$ cat src/rtl/fifo_pkg.sv
// Shared constants and elaboration helpers for the parametrised synchronous FIFO.
package fifo_pkg;

  localparam int DEF_DATA_W   = 32;
  localparam int DEF_DEPTH    = 16;
  localparam int DEF_AE_LEVEL = 2;

  // Pointer width carries one extra wrap bit above the address bits.
  function automatic int ptr_width(input int depth);
    return $clog2(depth) + 1;
  endfunction

  function automatic bit is_pow2(input int v);
    return (v >= 2) && ((v & (v - 1)) == 0);
  endfunction

  function automatic bit cfg_ok(input int data_w, input int depth,
                                input int af_level, input int ae_level);
    return (data_w >= 1) && is_pow2(depth) &&
           (ae_level < af_level) && (af_level <= depth);
  endfunction

endpackage

$ cat src/rtl/fifo_ram.sv
// DEPTH x DATA_W storage: one synchronous write port, one asynchronous read port.
module fifo_ram
  import fifo_pkg::*;
#(
  parameter int DATA_W = DEF_DATA_W,
  parameter int DEPTH  = DEF_DEPTH,
  parameter int ADDR_W = $clog2(DEPTH)
) (
  input  logic              clk,
  input  logic              we,
  input  logic [ADDR_W-1:0] w_addr,
  input  logic [DATA_W-1:0] w_data,
  input  logic [ADDR_W-1:0] r_addr,
  output logic [DATA_W-1:0] r_data
);

  // Contents survive reset; the pointers alone define what is valid.
  logic [DATA_W-1:0] mem [DEPTH];

  always_ff @(posedge clk) begin
    if (we) mem[w_addr] <= w_data;
  end

  assign r_data = mem[r_addr];

endmodule

$ cat src/rtl/fifo_sync_param.sv
// Parametrised single-clock FIFO with count, almost flags and sticky error flags.
// Define FIFO_FWFT_EN for first-word-fall-through output; default is registered output.
module fifo_sync_param
  import fifo_pkg::*;
#(
  parameter int DATA_W   = DEF_DATA_W,
  parameter int DEPTH    = DEF_DEPTH,
  parameter int AF_LEVEL = DEPTH - 2,
  parameter int AE_LEVEL = DEF_AE_LEVEL
) (
  input  logic                       clk,
  input  logic                       rst,
  input  logic                       w_en,
  input  logic [DATA_W-1:0]          data_in,
  input  logic                       r_en,
  output logic [DATA_W-1:0]          data_out,
  output logic                       full,
  output logic                       empty,
  output logic                       almost_full,
  output logic                       almost_empty,
  output logic [ptr_width(DEPTH)-1:0] count,
  output logic                       overflow,
  output logic                       underflow
);

  localparam int PTR_W  = ptr_width(DEPTH);
  localparam int ADDR_W = PTR_W - 1;

  if (!cfg_ok(DATA_W, DEPTH, AF_LEVEL, AE_LEVEL)) begin : g_cfg_check
    $error("fifo_sync_param: illegal DATA_W/DEPTH/AF_LEVEL/AE_LEVEL combination");
  end

  // Handshake: w_en and r_en are requests judged against the registered flags;
  // a write is accepted at the rising edge iff w_en & !full, a read iff
  // r_en & !empty. Rejected requests leave pointers, memory and data_out alone.
  logic [PTR_W-1:0]  w_ptr;
  logic [PTR_W-1:0]  r_ptr;
  logic              wr_acc;
  logic              rd_acc;
  logic [DATA_W-1:0] rd_data;

  assign empty  = (w_ptr == r_ptr);
  assign full   = (w_ptr[ADDR_W-1:0] == r_ptr[ADDR_W-1:0]) &&
                  (w_ptr[PTR_W-1] != r_ptr[PTR_W-1]);
  assign count  = w_ptr - r_ptr;
  assign almost_full  = (count >= PTR_W'(AF_LEVEL));
  assign almost_empty = (count <= PTR_W'(AE_LEVEL));

  assign wr_acc = w_en && !full;
  assign rd_acc = r_en && !empty;

  always_ff @(posedge clk) begin
    if (!rst) begin
      w_ptr     <= '0;
      r_ptr     <= '0;
      overflow  <= 1'b0;
      underflow <= 1'b0;
    end else begin
      if (wr_acc)        w_ptr     <= w_ptr + PTR_W'(1);
      if (rd_acc)        r_ptr     <= r_ptr + PTR_W'(1);
      if (w_en && full)  overflow  <= 1'b1;
      if (r_en && empty) underflow <= 1'b1;
    end
  end

  fifo_ram #(
    .DATA_W (DATA_W),
    .DEPTH  (DEPTH),
    .ADDR_W (ADDR_W)
  ) u_ram (
    .clk    (clk),
    .we     (wr_acc),
    .w_addr (w_ptr[ADDR_W-1:0]),
    .w_data (data_in),
    .r_addr (r_ptr[ADDR_W-1:0]),
    .r_data (rd_data)
  );

`ifdef FIFO_FWFT_EN
  // Head word is shown as soon as it exists; r_en merely retires it.
  assign data_out = empty ? '0 : rd_data;
`else
  always_ff @(posedge clk) begin
    if (!rst) begin
      data_out <= '0;
    end else if (rd_acc) begin
      data_out <= rd_data;
    end
  end
`endif

endmodule
$ cat config.mk
export PLATFORM = sky130hd
export DESIGN_NAME = fifo_sync_param
export DESIGN_NICKNAME = d
export VERILOG_FILES = /design/src/rtl/fifo_pkg.sv /design/src/rtl/fifo_ram.sv /design/src/rtl/fifo_sync_param.sv
export SDC_FILE = /design/constraint.sdc
export NUM_CORES = 1
export LEC_CHECK = 0
export CORE_UTILIZATION = 44
export DETAILED_ROUTE_END_ITERATION = 10
export PLACE_DENSITY_LB_ADDON = 0.1
export SYNTH_ARGS = -nofsm -noshare
export SYNTH_HDL_FRONTEND = slang
export SYNTH_SLANG_ARGS = --single-unit
$ cat constraint.sdc
create_clock -name clk -period 5.8 [get_ports clk]
set_input_delay 0.58 -clock clk [delete_from_list [all_inputs] [get_ports clk]]
set_output_delay 0.58 -clock clk [all_outputs]
set_load 0.05 [all_outputs]
==> impl_metrics.toml, run 1 <==
[sta]
hold_viol = 0
fmax_mhz = 240
setup_tns_ns = 0
fin_crit_sh_pct = 71.8
finClkSkew_ns = 0.0186
finalCriticalPeriod_ns = 4.16
worst_pin_slew_ns = 1.05
setup-violations-final = 0
slew_violations = 0
rsz0062_at_grt = "false"
slew-limit-headroom_pct = 29.8

[worst_hold_path]
hold_start = "underflow$_SDFFE_PN0P_"
worst_hold_path_type = "reg -> reg"
hold_path_depth = 2

[synthesis]
synth_top_area_cell = "edfxtp_1"
yosysSeqAreaShare_pct = 76.5
syn_area_sq_um = 21200
ys.flop_type = "edfxtp_1"
ys_ff_latch = 556
synth-async-reset-ratio_pct = 0
netlist_top_cells_area = "edfxtp_1 (72%), mux2i_1 (9.1%), dfxtp_1 (4.1%)"
synth_top_area_share_pct = 72.4
netlist_instances = 1175
synth-edff-count = 512
synth.distinct_cells = 45
synth_fp_nets = 1221
avgSynthCellArea_sq_um = 18.1
synth_warnings = 0

[placed_design]
dpl_cell_area_sq_um = 22800
port-buffer-count = 78
place.gp.congestion = 0.748
numPlacedInstances = 1833
hpwlAfterDp_microns = 27800

[floorplan]
start_util_pct = 44.6
fp.dieH_microns = 222
dieArea_sq_um = 49200
core_area_sq_um = 47600
floorplan.rows = 80
ios = 79
die_w_microns = 222

[detailed_routing]
drt_first_pass_iters = 5
initialDrtViolationCount = 658
via_per_inst = 5.64
drt_wl_total_microns = 50400
detail-route-antenna-nets = 0
wl_per_cell_microns = 26.0
drc = 0
num_vias = 10900

[clocking]
hold_buffers = 0
cts_tree = "yes"
cts_max_path_buffers = 3
clock-root-buffer = "clkbuf_16"
clock_sinks = 556
clock_latency_ns = 0.61
h-tree-depth = 2
cts-buffers-inserted = 57
cts_setup_buffers = 0
cts_resized = 0
path_clk_slew_ns = 0.06

[power]
leakage_uw = 0.00759
vdd_drop_max_v = 0.000218
powerDensity_nw_per_um2 = 387

[finish]
diodes = 0
stdcell_count = 1940
n_fill_cell = 3830
final_area_sq_um = 24800
synthToLayoutAreaGrowth_pct = 16.7
drive_above_1_share_pct = 13.7
nets = 1323

[global_routing]
grt_max_degree = 47
grt_pass1_vias = 11400
overflow = 0
antenna_found_initial = 0
grtUsageTotal_pct = 20.8
grt_pass1_wl_microns = 74700

[setup_path]
cp_data_required_time_ns = 5.22
crit_path_top_delay_cell = "clkdlybuf4s50_1"
arrival_ns = 3.58
critPathCaptureType = "output pin"
worstRegToRegCells = 7
startpoint_type = "register"
cp_max_fo = 28
crit_chain = "ha_1 -> inv_1 -> fa_1 -> a21o_1 -> a21oi_1 -> xnor2_1 -> a211oi_1 -> clkdlybuf4s50_1"
r2r_start = "r_ptr[2]$_SDFFE_PN0P_"
cp_slowest_stage_delay_ns = 0.84
worstSetupPathType = "reg -> out"
crit_start = "r_ptr[0]$_SDFFE_PN0P_"

[outcome]
outcome = "finished clean"

[run]
max-cap-violations = 0
worst max-delay path, delay by kind of cell, from the launching register on:
family,cells,cell delay (ns)
buf+inv,2,0.90
fa+ha+maj,2,0.68
flops,1,0.67
compound gates,3,0.60
xor+xnor,1,0.13
worst paths after layout:
check                              endpoint  slack, ns
hold reg to reg      underflow$_SDFFE_PN0P_       0.48
setup reg to reg  u_ram.mem[6][6]$_DFFE_PP_       2.24
hold / removal       underflow$_SDFFE_PN0P_       0.48
setup / recovery               almost_empty       1.64
layer usage:
layer / routed length, microns / vias to the layer above / GRT usage (%)
li1: - / 4949 / -
met4: 1270 / 0 / 5.91
met5: 0 / - / 0
met2: 25800 / 220 / 36.5
met3: 1840 / 92 / 3.35
met1: 21500 / 5685 / 26.6
layout by cell type, fill, tap and decap left out, drive strengths merged, types with 2 or more instances in the layout:
| cell type | Yosys | routed |
|---|---|---|
| clkbuf | 30 | 81 |
| edfxtp | 512 | 512 |
| mux4 | 32 | 32 |
| nor2b | 2 | 2 |
| ha | 9 | 9 |
| clkdlybuf4s50 | 0 | 77 |
| bufinv | 0 | 8 |
| nand2b | 2 | 2 |
| xnor2 | 5 | 5 |
| clkinv | 0 | 17 |
| nor3 | 36 | 36 |
| dfxtp | 44 | 44 |
| a221oi | 32 | 32 |
| xor2 | 4 | 4 |
| o21ai | 68 | 68 |
| nand3b | 2 | 2 |
| mux2i | 193 | 193 |
| inv | 9 | 10 |
| a21o | 2 | 2 |
| a21oi | 38 | 38 |
| nor2 | 24 | 24 |
| nand2 | 8 | 8 |
| o22ai | 64 | 64 |
| o211ai | 3 | 3 |
| or3 | 3 | 3 |
| buf | 39 | 35 |
| o21a | 3 | 3 |
| nand3 | 2 | 2 |
cells in the mapped netlist (3+ instances only):
cell type / count
edfxtp_1: 512
inv_1: 9
ha_1: 9
xnor2_1: 4
clkbuf_1: 27
o22ai_1: 64
nor2_1: 24
xor2_1: 3
nand2_1: 8
or3_1: 3
mux2i_1: 193
a221oi_1: 32
nor3_1: 36
a21oi_1: 38
o21ai_1: 3
o21ai_0: 64
buf_4: 12
mux4_2: 32
buf_2: 24
dfxtp_1: 44
report_power, final:
part	internal, uW	total [uW]	switching [uW]
clock	2290	3780	1490
combinational	435	1260	820
sequential	4480	4570	82.4
total	7210	9600	2390
area by class of cell:
cell class	count	area, sq um	share of cell area [%]
clock buffers	81	1620	6.53
clock inverters	26	330	1.33
inverters	9	33.8	0.136
multi-input cells	541	4740	19.1
flip-flops and latches	556	16300	65.6
well taps	615	769	3.10
repair buffers	112	1030	4.16
kinds of logic (layout without fill, tap and decap cells):
family                   count (synthesis)  after routing  synth area share, %
AND/OR/NAND/NOR                         84             84                 1.93
AO/OA/AOI/OAI                          213            213                 6.18
flip-flops                             556            556                 76.5
buffers and inverters                   78            228                 1.84
multiplexers                           225            225                 12.5
XOR/XNOR                                 9              9                0.442
adder cells (fa/ha/maj)                 10             10                0.624
flip-flops by register name, indices dropped and copies added, names as in the netlist:
signal and cells:
data_out 32, overflow 1, r_ptr 5, u_ram.mem 512
underflow 1, w_ptr 5
stage by stage:
stage	total power, uW	hold slack (ns)	utilization, %	worst slack (ns)
floorplan	5450	0.525	-	1.29
global placement	5920	0.468	47.9	2.19
detailed placement	5920	0.469	47.9	2.12
global route	9920	0.508	52.0	1.42
finish	9600	0.480	52.0	1.64
CTS	9710	0.481	52.0	1.59
Note: power is estimated with default switching activity, not from simulation.
==> inputs of run 2 (changes only) <==
- clock period: 5.8 -> 4 ns (I/O delays scaled with it)
==> run 2 against run 1 <==
- clock power increased by 33%
- design area is 0.23% lower
- critical path depth is 1 higher
- clock skew hardly changed
- non-clock buffer count up 3
- largest power group unchanged
==> impl_metrics.toml, run 2 (synthesis gave the netlist of run 1 again) <==
[sta]
setup_tns_ns = 0
finClkSkew_ns = 0.0190
slew_violations = 0
whs_ns = 0.299
finalCriticalPeriod_ns = 3.59
slew-limit-headroom_pct = 37.4
fin_crit_sh_pct = 89.6
worst_pin_slew_ns = 0.939
setup-violations-final = 0
rsz0062_at_grt = "false"
fmax_mhz = 279
hold_viol = 0

[floorplan]
floorplan.rows = 80
fp.dieH_microns = 222
core_area_sq_um = 47600
die_w_microns = 222
dieArea_sq_um = 49200
start_util_pct = 44.6
ios = 79

[global_routing]
grtUsageTotal_pct = 20.2
grt_max_degree = 104
grt_pass1_wl_microns = 73000
grt_pass1_vias = 11000
antenna_found_initial = 1
overflow = 0

[finish]
most-common-layout-cells = "edfxtp_1 (512), mux2i_1 (193), clkdlybuf4s50_1 (76), o21ai_0 (64), o22ai_1 (64)"
stdcell_count = 1943
nets = 1326
final_area_sq_um = 24700
synthToLayoutAreaGrowth_pct = 16.4
regMostFlops = "u_ram.mem"
reg_top3 = "u_ram.mem: 512 flops, data_out: 32 flops"
layout_commonest_cell = "edfxtp_1"
diodes = 0
drive_above_1_share_pct = 13.0
largest_reg_flops = 512

[worst_hold_path]
worst_hold_path_type = "in -> reg"

[placed_design]
numPlacedInstances = 1836
hpwlAfterDp_microns = 26000
place.gp.congestion = 0.753
dpl_cell_area_sq_um = 23000
port-buffer-count = 78

[clocking]
h-tree-depth = 2
cts_max_path_buffers = 3
cts_tree = "yes"
cts_setup_buffers = 0
cts_resized = 0
path_clk_slew_ns = 0.06
clock-root-buffer = "clkbuf_16"
hold_buffers = 0
clock_sinks = 556
cts-buffers-inserted = 57
clock_latency_ns = 0.60

[setup_path]
arrival_ns = 3.19
cp_max_fo = 5
worstSetupPathType = "reg -> out"
cp_data_required_time_ns = 3.60
startpoint_type = "register"
critPathCaptureType = "output pin"

[outcome]
outcome = "finished clean"

[detailed_routing]
drc = 0
wl_per_cell_microns = 25.3
initialDrtViolationCount = 774
num_vias = 10900
via_per_inst = 5.60
drt_first_pass_iters = 5
detail-route-antenna-nets = 0
drt_wl_total_microns = 49200

[power]
vdd_drop_max_v = 0.000354
powerDensity_nw_per_um2 = 545
leakage_uw = 0.00753

[run]
max-cap-violations = 0
run 2: cell types whose count changed in the layout (fill, tap and decap cells not counted), moves of 2 or more:
cell	delta
buf_12	+8
buf_4	-4
bufinv_16	-6
clkbuf_1	+15
clkbuf_8	-2
clkinv_1	-2
clkinv_2	-5
run 2: stage by stage:
step	setup WS, ns	total power, uW	utilization (%)
after floorplan	-0.506	7900	-
after global placement	1.05	8570	48.2
after detailed placement	1.04	8580	48.2
after CTS	0.385	13600	51.9
after global routing	0.254	13900	51.9
final	0.414	13500	51.9
run 2: area by class of cell:
cell class	instances	area [sq um]
well taps	615	769
repair buffers	115	1150
inverters	9	33.8
fillers	3863	22900
multi-input cells	541	4740
flip-flops and latches	556	16300
clock inverters	13	118
clock buffers	94	1650
run 2: where the power goes:
group / internal (uW) / switching, uW / leakage, uW
clock: 2920 / 2110 / 0.000855
combinational: 641 / 1210 / 0.00168
sequential: 6500 / 81.1 / 0.00499
run 2: final timing paths:
check | from | end | slack (ns) | cells after the start
setup / recovery | w_ptr[0]$_SDFFE_PN0P_ | almost_full | 0.41 | 9
hold / removal | rst | r_ptr[4]$_SDFFE_PN0P_ | 0.30 | 3
setup reg to reg | r_ptr[3]$_SDFFE_PN0P_ | u_ram.mem[2][6]$_DFFE_PP_ | 1.04 | 7
hold reg to reg | overflow$_SDFFE_PN0P_ | overflow$_SDFFE_PN0P_ | 0.49 | 2
run 2: worst max-delay path, cell delays in order (launching register included):
cell	delay [ns]
dfxtp_1	0.36
inv_1	0.14
ha_1	0.18
inv_1	0.05
fa_1	0.39
a21o_1	0.19
a21oi_1	0.16
xnor2_1	0.18
a41o_1	0.13
clkdlybuf4s50_1	0.80
run 2: layer usage:
layer	track usage, %	part of all wire (%)
met3	2.66	3.2
met2	33.9	50
met4	5.69	1.9
met5	0	0.022
met1	27.7	45
==> inputs of run 3 (changes only) <==
- CORE_UTILIZATION: 44 -> 35
- RECOVER_POWER: default -> 25
==> run 3 against run 2 <==
- register-to-register slack gained 0.09 ns
- critical path depth is the same
- count of clock-buffer cells in the layout decreased by 6
- power is 2.3% higher
- largest cell class unchanged
- largest power group unchanged
==> impl_metrics.toml, run 3 (synthesis gave the netlist of run 1 again) <==
[outcome]
outcome = "finished clean"

[setup_path]
crit_start = "w_ptr[0]$_SDFFE_PN0P_"
cp_slowest_stage_delay_ns = 0.84
cp.depth = 9
crit_chain = "inv_1 -> ha_1 -> inv_1 -> fa_1 -> a21o_1 -> a21oi_1 -> xnor2_1 -> a211oi_1 -> clkdlybuf4s50_1"
r2r-end = "u_ram.mem[0][8]$_DFFE_PP_"
critPathCaptureType = "output pin"
cp_num_buf_inv = 3
setup.worst_path.end = "almost_empty"
worstSetupPathType = "reg -> out"
cp_data_required_time_ns = 3.60
r2r_start = "w_ptr[3]$_SDFFE_PN0P_"
reg2reg_slack_ns = 1.13
critPathTopFamily = "buffers and inverters"
crit_top_cell = "inv_1"
startpoint_type = "register"
crit_path_top_delay_cell = "clkdlybuf4s50_1"
cp_max_fo = 5
arrival_ns = 3.29
worstRegToRegCells = 6

[worst_hold_path]
worst_hold_path_type = "in -> reg"

[clocking]
cts-buffers-inserted = 59
clock_latency_ns = 0.63
cts_resized = 0
cts_max_path_buffers = 3
clock_sinks = 556
h-tree-depth = 2
clock-root-buffer = "clkbuf_16"
hold_buffers = 0
cts_tree = "yes"
cts_setup_buffers = 0
path_clk_slew_ns = 0.06

[global_routing]
grt_max_degree = 104
antenna_found_initial = 1
grt_pass1_wl_microns = 76800
grt_pass1_vias = 11200
grtUsageTotal_pct = 17.4
overflow = 0

[sta]
finalCriticalPeriod_ns = 3.69
fmax_mhz = 271
fin_crit_sh_pct = 92.2
setup_ws_ns = 0.312
finClkSkew_ns = 0.0239
worst_pin_slew_ns = 1.12
hold_viol = 0
slew-limit-headroom_pct = 25.2
slew_violations = 0
rsz0062_at_grt = "false"
whs_ns = 0.316
setup-violations-final = 0
setup_tns_ns = 0

[detailed_routing]
wl_per_cell_microns = 25.0
drt_first_pass_iters = 5
via_per_inst = 5.19
drc = 0
detail-route-antenna-nets = 0
initialDrtViolationCount = 689
num_vias = 11000
drt_wl_total_microns = 52700

[floorplan]
dieArea_sq_um = 61700
fp.dieH_microns = 248
die_w_microns = 248
ios = 79
floorplan.rows = 89
core_area_sq_um = 59500
start_util_pct = 35.7

[power]
powerDensity_nw_per_um2 = 549
vdd_drop_max_v = 0.000327
leakage_uw = 0.00764
p_total_uw = 13800

[finish]
nets = 1333
diodes = 0
synthToLayoutAreaGrowth_pct = 18.2
post-route-util_pct = 42.2
multi_input_area_sq_um = 4740
layout_commonest_cell = "edfxtp_1"
regMostFlops = "u_ram.mem"
reg_top3 = "u_ram.mem: 512 flops, data_out: 32 flops"
most-common-layout-cells = "edfxtp_1 (512), mux2i_1 (193), o21ai_0 (64), o22ai_1 (64), clkbuf_16 (60)"
largest_reg_flops = 512
drive_above_1_share_pct = 14.3
regArea_sq_um = 16300
n_fill_cell = 5304

[placed_design]
port-buffer-count = 78
dp_slack_ns = 0.949
hpwlAfterDp_microns = 28300
place.gp.congestion = 0.718

[run]
max-cap-violations = 0
## run 3: cell count changes in the layout (fill, tap and decap cells not counted), sizes merged
cell and delta:
clkdlybuf4s50 -19, clkbuf -6, dlygate4sd3 +20, buf +4, clkinv +11
## run 3: worst reg2reg max path, cell delays in order (launching register included)
cell	delay (ns)
dfxtp_1	0.61
ha_1	0.38
nand4_2	0.24
o21a_1	0.26
nand2_1	0.26
nor3_2	0.44
buf_12	0.32
## run 3: worst min path at each step
stage	startpoint	to	slack [ns]	cells after the start
finish	rst	r_ptr[4]$_SDFFE_PN0P_	0.32	3
global route	rst	data_out[15]$_SDFFE_PN0P_	0.32	3
CTS	rst	r_ptr[4]$_SDFFE_PN0P_	0.29	3
floorplan	data_in[0]	u_ram.mem[0][0]$_DFFE_PP_	0.50	0
detailed placement	overflow$_SDFFE_PN0P_	overflow$_SDFFE_PN0P_	0.47	2
global placement	underflow$_SDFFE_PN0P_	underflow$_SDFFE_PN0P_	0.46	2
## run 3: final cells by class
| cell class | count | share of cell area [%] |
|---|---|---|
| multi-input cells | 541 | 18.9 |
| clock buffers | 88 | 6.80 |
| well taps | 773 | 3.85 |
| inverters | 9 | 0.135 |
| clock inverters | 24 | 0.703 |
| flip-flops and latches | 556 | 64.8 |
| repair buffers | 120 | 4.84 |
## run 3: stage by stage
step | instance area [sq um] | std cells
after floorplan | 21300 | 1175
after global placement | 23200 | 1999
after detailed placement | 23200 | 1999
after CTS | 25100 | 2111
after global routing | 25100 | 2111
final | 25100 | 2111
## run 3: power by group
group          switching, uW  internal (uW)  leakage, uW  total, uW
Combinational           1240            642      0.00171       1880
Sequential              89.1           6500      0.00499       6590
Clock                   2240           3060     0.000934       5300
Total                   3570          10200      0.00764      13800
## run 3: per-layer routing
layer	track usage (%)	wire, microns	share of wire, %
met2	28.1	24900	47
met3	2.89	2530	4.8
met4	5.00	1140	2.2
met1	24.0	24100	46
met5	0	11	0.021
==> edit 1: new RTL, config.mk and constraints of run 1 <==
Change the package constant `DEF_DEPTH` from 16 to 8.
--- a/src/rtl/fifo_pkg.sv
+++ b/src/rtl/fifo_pkg.sv
@@ -4,3 +4,3 @@
   localparam int DEF_DATA_W   = 32;
-  localparam int DEF_DEPTH    = 16;
+  localparam int DEF_DEPTH    = 8;
   localparam int DEF_AE_LEVEL = 2;
Interface: changed (resized count); port bits go from 79 to 78. The function was not compared with the original's and may differ.
==> edit 1 against run 1 <==
- sequential share of layout area shrank 1.4 points
- count of clock-buffer cells in the layout shrank 37
- maximum frequency grew 13%
- synthesized area shrank 47%
- sequential cell count shrank 258
- routed wire length shrank 56%
- non-clock buffer count shrank 23
- clock power shrank 53%
- die area shrank 47%
- register-to-register slack gained 0.30 ns
- total power shrank 47%
- setup slack gained 0.49 ns
- cell area shrank 46%
==> edit 1: results (changes against run 1) <==
Largest net degree at the start of global routing: 43 (-8.5%)
Synth top cells by count: edfxtp_1, a21oi_1, mux2i_1
Total Routed Length: 22000 um (-56%)
VDD IR max: 0.000207 V (-4.8%)
Max stage delay on crit path: 0.80 ns (-0.04 ns)
Worst R2R End: u_ram.mem[6][7]
Regs by FF count: u_ram.mem x256, data_out x32
Synth Area in XOR/XNOR: 0.612% (+0.17 points)
Post-synth EDFFs: 256 (-50%)
Non-Filler Instances: 1066 (-45%)
Metal3 WL: 991 um (-46%)
Num CTS Buffers: 29 (-49%)
Post-synthesis mux area share: 12.2% (-0.26 points)
DP Cell Count: 1013 (-45%)
Worst-Skew Late Latency: 0.55 ns (-0.06 ns)
Skew final: 0.0120 ns (-0.00662 ns)
GP Congestion: 0.805 (+7.6%)
Layout cells sized above 1: 13.7% (about the same)
Adder-Cell Fraction of Synth Area: 0.734% (+0.11 points)
Switching power total: 1.35 mW (-44%)
Fin crit share: 63.3% (-8.5 points)
Synth Instances: 631 (-46%)
DPL Wire Length: 12600 um (-55%)
Slew HR: 26.9% (-2.9 points)
Synthesized Nets: 673 (-45%)
GR Layer Usage met3: 2.66% (-0.70 points)
Vias in the first global route: 6023 (-47%)
Clock power share: 34.4% (-5.0 points)
First-pass iteration count of the detailed router: 4 (-1)
Met2 usage: 29.0% (-7.5 points)
Gr usage total: 17.2% (-3.6 points)
Static Leak: 4.22 nW (-44%)
Met1 Use GR: 23.3% (-3.3 points)
Buffers on Ports: 77 (-1.3%)
First-pass GRT wire length: 34300 um (-54%)
Outcome: finished clean
CP Max Fanout: 38 (+36%)
Largest cells by area after synthesis: edfxtp_1, dfxtp_1, mux4_2
Clk buf depth: 3 (unchanged)
Met2 Wirelength: 10800 um (-58%)
CP arrival: 3.09 ns (-0.49 ns)
Switching share of power: 26.4% (+1.5 points)
Max H-tree Level: 1 (-1)
-- edit 1: cell types whose count changed after synthesis, sizes merged, moves of 32 or more --
cell / delta
nor3: -33
mux2i: -130
o21ai: -32
edfxtp: -256
o22ai: -33
a221oi: -32
-- edit 1: tightest hold or removal path: stages, from the launching register on --
cell and delay (ns):
dfxtp_1 0.33, a21oi_1 0.04, nor2b_1 0.09
-- edit 1: cell type report --
type / count / area, um^2
Fill cell: 2044 / 11800
Clock buffer: 44 / 822
Multi-Input combinational cell: 289 / 2560
Timing Repair Buffer: 89 / 861
Sequential cell: 298 / 8530
Clock inverter: 9 / 73.8
Tap cell: 330 / 413
Inverter: 7 / 26.3
-- edit 1: stage by stage --
stage          worst slack (ns)  utilization (%)  hold slack (ns)
6_report                   2.13             52.9            0.494
5_1_grt                    1.94             52.9            0.531
4_1_cts                    2.10             52.9            0.497
3_5_place_dp               2.49             49.4            0.480
3_3_place_gp               2.59             49.4            0.482
2_1_floorplan              1.22                -            0.474
==> edit 2: new RTL, settings of run 1 <==
Without the edit above. Reset style: asynchronous (`rst`), changed in 2 clocked blocks.
--- a/src/rtl/fifo_sync_param.sv
+++ b/src/rtl/fifo_sync_param.sv
@@ -51,3 +51,3 @@
 
-  always_ff @(posedge clk) begin
+  always_ff @(posedge clk or negedge rst) begin
     if (!rst) begin
@@ -82,3 +82,3 @@
 `else
-  always_ff @(posedge clk) begin
+  always_ff @(posedge clk or negedge rst) begin
     if (!rst) begin
Function: differs if rst is asserted again (counterexample within 4 cycles, from zero or initial values and one cycle with rst low); with rst held inactive, the same outputs for 4 cycles.
==> edit 2 against run 1 <==
- count of clock-buffer cells in the layout shrank 8
- cell area about the same
- sequential cell count did not move
- setup slack lost 0.043 ns
- maximum frequency is 1.0% lower
- routed wire length down 6.6%
- synthesized area is 0.52% higher
Power is not compared: it rests on default switching activity, and its combinational part moved more than twofold at a synthesized area within 25%.
==> edit 2: results (changes against run 1) <==
Reg2Reg Launch Point: w_ptr[2]
Setup Fix Bufs, Post-CTS: 0 (unchanged)
Fraction of registers with async set/reset: 7.91% (+7.9 points)
Internal power: 8.73 mW
DRT iter0 DRCs: 776 (+18%)
Synth cell types: 38 (-16%)
First-pass GRT wire length: 70100 um (-6.3%)
Skew final: 0.00864 ns (-0.00994 ns)
Grt ovf: 0 (unchanged)
Fin Hold WS: 0.166 ns (-0.313 ns)
Max stage delay on crit path: 0.84 ns (about the same)
Post-synth EDFFs: 512 (unchanged)
Non-Filler Instances: 1853 (-4.5%)
Gr usage total: 19.3% (-1.5 points)
Total Routed Length: 47000 um (-6.6%)
Synthesized Nets: 1132 (-7.3%)
DP Cell Count: 1745 (-4.8%)
Slew HR: 20.2% (-9.6 points)
Reg-to-reg slack, setup: 2.08 ns (-0.16 ns)
Syn Area/Cell: 19.7 um^2 (+8.8%)
ANT cells: 0 (unchanged)
Worst-Skew Late Latency: 0.61 ns (about the same)
Worst R2R End: u_ram.mem[14][0]
DPL Wire Length: 24400 um (-12%)
Vias in the first global route: 10800 (-5.6%)
CP max-delay cell: clkdlybuf4s50_1
Initial antenna violation count: 1 (+1)
Hold WC Path Type: in2async
GP Congestion: 0.746 (-0.24%)
Vias/cell: 5.60 (-0.68%)
Routed Antenna Nets: 0 (unchanged)
Static Leak: 8.23 nW
DR DRC count: 0 (unchanged)
Clk buf depth: 3 (unchanged)
CP arrival: 3.63 ns (+0.05 ns)
Root Driver: clkbuf_16
Clk pin slew, worst setup/hold paths: 0.06 ns (about the same)
Total of max-cap violations: 0 (unchanged)
Yosys warnings: 0 (unchanged)
Largest net degree at the start of global routing: 132 (+180%)
Synth top cells by count: edfxtp_1, mux2i_1, mux4_2, o22ai_1, dfrtp_1
Seq/Total Area, Yosys: 77.1% (+0.64 points)
Layout cells sized above 1: 18.8% (+5.1 points)
CP Max Fanout: 21 (-25%)
Outcome: finished clean
Largest cells by area after synthesis: edfxtp_1, mux4_2, mux2i_1
R2R cell count: 6 (-1)
Regs by FF count: u_ram.mem x512, data_out x32
Layout Nets: 1235 (-6.7%)
Num CTS Buffers: 57 (unchanged)
## edit 2: cell families (layout without fill, tap and decap cells)
family,count (synthesis),in the layout,synth area share [%]
AO/OA/AOI/OAI,142,142,4.19
XOR/XNOR,12,12,0.492
adder cells (fa/ha/maj),10,10,0.621
buffers and inverters,73,225,1.60
flip-flops,556,556,77.1
multiplexers,224,224,14.4
AND/OR/NAND/NOR,69,69,1.52
## edit 2: cell type report
| type | instances | area [um^2] |
|---|---|---|
| inverters | 12 | 45.0 |
| well taps | 615 | 769 |
| repair buffers | 105 | 991 |
| clock buffers | 73 | 1590 |
| flip-flops and latches | 556 | 16500 |
| multi-input cells | 457 | 4630 |
| clock inverters | 35 | 272 |
| fillers | 3887 | 23100 |
## edit 2: metal layers
layer / wire, um / vias to the layer above / GRT usage (%)
li1: - / 4630 / -
met1: 22100 / 5467 / 27.7
met2: 22200 / 221 / 30.9
met3: 1850 / 64 / 2.90
met4: 880 / 2 / 5.40
met5: 9 / - / 0
## edit 2: how the worst max path moves through the flow
| stage | depth (start not counted) | to | startpoint | slack, ns |
|---|---|---|---|---|
| floorplan | 9 | u_ram.mem[0][0] | r_ptr[1] | 0.38 |
| global placement | 6 | u_ram.mem[14][26] | w_ptr[2] | 2.15 |
| detailed placement | 6 | u_ram.mem[14][4] | w_ptr[2] | 2.05 |
| CTS | 8 | almost_empty | r_ptr[0] | 1.55 |
| global route | 8 | almost_empty | r_ptr[0] | 1.48 |
| finish | 8 | almost_empty | r_ptr[0] | 1.59 |
## edit 2: power groups by stage
stage / Clock (mW) / Combinational [mW] / Sequential (mW)
2_1_floorplan: 0 / 2.73 / 5.56
3_3_place_gp: 0 / 4.33 / 5.27
3_5_place_dp: 0 / 4.34 / 5.29
4_1_cts: 3.67 / 4.36 / 5.21
5_1_grt: 3.81 / 4.59 / 5.25
6_report: 3.59 / 4.31 / 5.20
## edit 2: worst max-delay path: cells and delay by family (launching register included)
family	cells	cell delay [ns]
buf+inv	2	0.90
flops	1	0.70
xor+xnor	1	0.13
compound gates	3	0.64
fa+ha+maj	2	0.64
## edit 2: stage by stage
step	utilization, %	setup slack (ns)	instance area, um^2	total power [mW]
2_1_floorplan	-	0.383	21400	8.28
3_3_place_gp	47.9	2.15	22900	9.60
3_5_place_dp	47.9	2.05	22900	9.63
4_1_cts	51.8	1.55	24800	13.2
5_1_grt	51.8	1.48	24800	13.7
6_report	51.8	1.59	24800	13.1
